## src/rtl/bcd_pkg.sv

```systemverilog
// -----------------------------------------------------------------------------
// bcd_pkg
//   Shared definitions for single-digit BCD counting blocks: digit width,
//   count limits, direction encodings and a digit validity helper.
// -----------------------------------------------------------------------------
package bcd_pkg;

  localparam int unsigned      BCD_DIGIT_W = 4;
  localparam logic [3:0]       BCD_MIN     = 4'd0;
  localparam logic [3:0]       BCD_MAX     = 4'd9;

  localparam logic             DIR_UP      = 1'b1;
  localparam logic             DIR_DOWN    = 1'b0;

  // BCD_MIN is zero, so only the upper bound needs testing for an unsigned digit.
  function automatic logic is_bcd_valid(input logic [BCD_DIGIT_W-1:0] digit);
    return digit <= BCD_MAX;
  endfunction

endpackage : bcd_pkg

```

## src/rtl/bcd_digit_step.sv

```systemverilog
// -----------------------------------------------------------------------------
// bcd_digit_step
//   Combinational next-value logic for one BCD digit.
//   Ports:
//     cur  in   4  current digit value
//     dir  in   1  count direction (DIR_UP / DIR_DOWN)
//     nxt  out  4  digit value after one step
//     wrap out  1  high when the step wraps 9->0 (up) or 0->9 (down)
//   Illegal codes (A-F) step to BCD_MIN in either direction and do not wrap.
//   Wrap is decided by equality with the limits before any add/subtract, so
//   the 4-bit arithmetic never relies on modular carry.
// -----------------------------------------------------------------------------
module bcd_digit_step
  import bcd_pkg::*;
(
  input  logic [BCD_DIGIT_W-1:0] cur,
  input  logic                   dir,
  output logic [BCD_DIGIT_W-1:0] nxt,
  output logic                   wrap
);

  always_comb begin
    // NOTE: every output gets a default first so no path can infer a latch.
    nxt  = BCD_MIN;
    wrap = 1'b0;
    if (!is_bcd_valid(cur)) begin
      nxt = BCD_MIN;
    end else if (dir == DIR_UP) begin
      if (cur == BCD_MAX) begin
        nxt  = BCD_MIN;
        wrap = 1'b1;
      end else begin
        nxt = cur + 4'd1;
      end
    end else begin
      if (cur == BCD_MIN) begin
        nxt  = BCD_MAX;
        wrap = 1'b1;
      end else begin
        nxt = cur - 4'd1;
      end
    end
  end

endmodule : bcd_digit_step

```

## src/rtl/bcd_updown_counter.sv

```systemverilog
// -----------------------------------------------------------------------------
// bcd_updown_counter
//   Single-digit BCD up/down counter, one step per rising clock edge, wrapping
//   at both ends. Leaf digit for display/timing chains.
//   Ports:
//     clk  in   1  clock, all state changes on its rising edge
//     rst  in   1  synchronous active-low reset, forces q to BCD_MIN
//     sel  in   1  direction: 1 = up, 0 = down (ignored during reset)
//     q    out  4  current BCD digit, straight from the count register
// -----------------------------------------------------------------------------
module bcd_updown_counter
  import bcd_pkg::*;
(
  input  logic                   clk,
  input  logic                   rst,
  input  logic                   sel,
  output logic [BCD_DIGIT_W-1:0] q
);

  logic [BCD_DIGIT_W-1:0] count_q;
  logic [BCD_DIGIT_W-1:0] count_d;
  logic [BCD_DIGIT_W-1:0] step_nxt;
  // Wrap flag is kept for a future carry into the next digit of a chain.
  logic                   unused_wrap;

  bcd_digit_step u_step (
    .cur  (count_q),
    .dir  (sel),
    .nxt  (step_nxt),
    .wrap (unused_wrap)
  );

  always_comb begin
    count_d = step_nxt;
  end

  // NOTE: reset is synchronous (inside the clocked branch, not in the
  // sensitivity list) and wins over counting; state uses non-blocking <=.
  always_ff @(posedge clk) begin
    if (!rst) begin
      count_q <= BCD_MIN;
    end else begin
      count_q <= count_d;
    end
  end

  assign q = count_q;

endmodule : bcd_updown_counter

```

## config.mk

```make
export PLATFORM = sky130hd
export DESIGN_NAME = bcd_updown_counter
export DESIGN_NICKNAME = d
export VERILOG_FILES = /design/src/rtl/bcd_pkg.sv /design/src/rtl/bcd_digit_step.sv /design/src/rtl/bcd_updown_counter.sv
export SDC_FILE = /design/constraint.sdc
export NUM_CORES = 1
export LEC_CHECK = 0
export CAP_MARGIN = 10
export CORE_AREA = 2 2 39 41
export DETAILED_ROUTE_END_ITERATION = 10
export DIE_AREA = 0 0 41 43
export GPL_TIMING_DRIVEN = 0
export PLACE_DENSITY = 0.46
export SLEW_MARGIN = 5
export SYNTH_ARGS = -nofsm -noshare
export SYNTH_HDL_FRONTEND = slang
export SYNTH_SLANG_ARGS = --single-unit
```

## constraint.sdc

```tcl
create_clock -name clk -period 3.6 [get_ports clk]
set_clock_uncertainty 0.1 [all_clocks]
set_input_delay 0.54 -clock clk [delete_from_list [all_inputs] [get_ports clk]]
set_output_delay 0.54 -clock clk [all_outputs]
set_load 0.01 [all_outputs]
```

Word-level counts from Yosys, hierarchy flattened
Index checks and enable logic that the tools add are counted.
{"block": "word_totals", "wordCells": 10, "mem_bits_ro": 0, "output_inout_bits": 4, "latch_bits": 0, "mem_count": 0, "mem_bits_rw": 0, "regBits": 4, "inputBits": 3}
{"block": "classes", "magnitude_cmp": 1, "n_addsub": 2, "reduce_logical": 2, "div_mod_pow": 0, "n_mux": 3, "shifts": 0, "bitwise_logic": 0, "n_eq_ne": 1, "multipliers": 0}
{"operator": "$mux 4", "count": 3}
{"operator": "$add 4x1->4 const B", "count": 1}
{"operator": "$eq 4x4->1 const B", "count": 1}
{"operator": "$le 4x4->1 const B", "count": 1}
{"operator": "$logic_not 4->1", "count": 1}
{"operator": "$sub 4x1->4 const B", "count": 1}
{"operator": "$reduce_and 2->1", "count": 1}

Depth between registers and ports, before layout
{"block": "depth", "word_depth": 3, "ltp_mapped": 4, "ltp_nobuf": 3}

Modules after synthesis
Synthesis repeated with hierarchy kept, for this count alone.
{"block": "unflattened", "hier_cells": 32, "area_unflattened_um2": 264.0}
{"mod": "bcd_digit_step", "cells_each": 24, "seq_area_each_um2": 0.0, "area_per_inst_um2": 158.9, "instances": 1}
{"mod": "bcd_updown_counter", "cells_each": 8, "seq_area_each_um2": 80.1, "area_per_inst_um2": 105.1, "instances": 1}

Worst setup path before layout
Ideal clock, no wire load.
{"block": "synth_timing", "path_kind": "input to register", "from": "input port sel", "to": "register count_q[1], in the netlist q[1]", "cell_stages": 4, "t_required_ps": 3442, "setup_ps": 58, "arrival_time_ps": 1387, "slack_ps": 2056, "path_buffers": 1, "path_cell_list": "buf_4 > or3b_1 > a221oi_2 > o21a_1"}
{"block": "synth_via", "elab_chain_len": 1}
{"element": "from (decl)", "line": "bcd_updown_counter.sv:16", "source": "input logic sel,"}
{"element": "$mux 4", "line": "bcd_digit_step.sv:28", "source": "end else if (dir == DIR_UP) begin"}
{"element": "to (signal assigned)", "line": "bcd_updown_counter.sv:43", "source": "count_q <= count_d;"}
{"element": "to (decl)", "line": "bcd_updown_counter.sv:20", "source": "logic [BCD_DIGIT_W-1:0] count_q;"}
No other way between the ends.
A chain may end at the register's enable or synchronous reset.

Worst setup path after layout
{"block": "layout_timing", "from": "register count_q[3], in the netlist q[3]", "to": "output port q[3]"}
{"element": "to (decl)", "line": "bcd_updown_counter.sv:17", "source": "output logic [BCD_DIGIT_W-1:0] q"}
No word-level cell between the ends.

==> flow_summary.ini <==
[placed_design]
dpl_cell_area_um2 = 324
port_buffers = 5
gp_congestion = 0.686
place_hpwl_um = 408

[sta]
final.setup.tns_ns = 0
setup_viol = 0
fmax_ghz = 0.508
tightest_slew_ns = 0.310
finalHoldViolCount = 0
finalCriticalPeriod_ns = 1.97
slew_viol_final = 0
rsz0062_at_grt = no
fin_crit_sh_pct = 54.7
relSlewSlack_pct = 79.3

[clocking]
cts_tree = done
postCtsSetupRepairBufs = 0
clk_latency_ns = 0.24
path_clk_slew_ns = 0.04
cts_hold_buf = 0
cts_buffers = 3
cts-root-buf = clkbuf_4
cts.htree.levels = 1
clockBufferDepth = 2
cts_sinks = 4
cts_resized = 0

[detailed_routing]
wl_um = 547
ant_nets = 0
post-route-drc-count = 0
viasPerCell = 4.64
first_iter_violations = 6
dr.pass1.iters = 3
wl_per_cell_um = 10.9
vias = 232

[setup_path]
r2r_cells = 4
reg2reg_to = q[1]
path_max_fanout = 9
max_stage_delay_ns = 0.60
end_kind = primary output
r2r_slack_ns = 2.25
cp_top_family = buffers and inverters
path_class = reg2out
r2r-start = q[0]
slowest_stage = clkdlybuf4s50_1
arrival_ns = 1.33
critPathBufInv = 1
crit_chain = clkdlybuf4s50_1
cp.required_ns = 2.96
cp-start-kind = flop

[synth]
synthTopCellsByCount = dfxtp_1, a21oi_1
synthArstFlopShare_pct = 0
yosysWarnings = 0
synth_top_cell_area_share_pct = 31.5
syn_avg_cell_area_um2 = 9.77
syn_area_um2 = 254
synth_fp_nets = 29
synthCells = 26
synth.area.top_cells = dfxtp_1, a221oi_2, buf_6
yosysTopAreaCell = dfxtp_1
synth-seq-cells = 4
synthDistinctLibCells = 22
synth_ff_type = dfxtp_1
yosysMostFrequentCell = dfxtp_1
synth_edf_count = 0
yosysSeqAreaShare_pct = 31.5

[flow_run]
maxCapViolCount = 0

[power_and_ir_drop]
total_power_mw = 0.152
leakagePower_nw = 0.127
power_density_nw_per_um2 = 440
vdd_drop_max_mv = 0.151

[layout]
final_area_um2 = 347
syn2layout_area_growth_pct = 36.5
diodes = 0
nets = 39
drive_gt1_share_pct = 20.6
largest_reg_flops = 4

[floorplan]
die_height_um = 43
chipWidth_um = 41
die_area_um2 = 1760
row_count = 14
core_region_area_um2 = 1380
ios = 7
initial_core_util_pct = 18.4

[hold_path]
hold_end = q[0]
hold_depth = 1
holdCritStartpoint = q[3]
hp-class = reg2reg

[global_routing]
met1_usage_pct = 9.62
grt_pass1_vias = 226
met2_usage_pct = 10.9
overflow = 0
grt_max_degree = 10
antenna_found_initial = 0
grt_use_met3_pct = 3.66
grtUsageTotal_pct = 8.43
grt.busiest_layer = met2
grt_pass1_wl_um = 945

[outcome]
status = finished clean
==> cells by family (layout without fill, tap and decap cells) <==
kind of cell	Yosys count	in the layout	share of synthesized area [%]
compound gates	7	7	22.2
buf+inv	2	10	7.39
simple gates	11	11	32.0
xor+xnor	2	2	6.90
flops	4	4	31.5
==> power by group <==
group / internal (mW) / switching [mW]
Sequential: 0.0494 / 0.00869
Clock: 0.0374 / 0.0194
Combinational: 0.0228 / 0.0147
Total: 0.110 / 0.0428
==> per-stage QoR <==
stage / utilization, % / worst slack [ns] / hold slack, ns / cells
4_1_cts: 25.0 / 1.63 / 0.475 / 50
5_1_grt: 25.0 / 1.57 / 0.518 / 50
2_1_floorplan: - / 2.06 / 0.452 / 26
6_report: 25.0 / 1.63 / 0.474 / 50
3_5_place_dp: 23.4 / 1.88 / 0.468 / 47
3_3_place_gp: 23.4 / 1.90 / 0.452 / 47
==> per-layer routing <==
metal  part of all wire (%)  routed length, um
met5                      0                  0
met2                     45                244
met3                     11                 59
met4                    3.1                 17
met1                     41                226
==> cell usage in the layout (no fill, tap or decap), types with 2 or more instances in the layout <==
master / count
a21oi_1: 2
clkbuf_4: 3
clkdlybuf4s50_1: 5
dfxtp_1: 4
==> layout make-up <==
class | instances | area (um^2)
fillers | 154 | 1040
multi-input cells | 20 | 155
flip-flops and latches | 4 | 80.1
repair buffers | 5 | 50.0
clock buffers | 3 | 22.5
well taps | 16 | 20.0
plain buffers | 2 | 18.8
==> worst max path at each step <==
stage	endpoint	start	cells after the start	slack, ns
2_1_floorplan	q[1]	sel	4	2.06
3_3_place_gp	q[3]	q[3]	1	1.90
3_5_place_dp	q[3]	q[3]	1	1.88
4_1_cts	q[3]	q[3]	1	1.63
5_1_grt	q[3]	q[3]	1	1.57
6_report	q[3]	q[3]	1	1.63
Power figures use the tool's default switching activity.
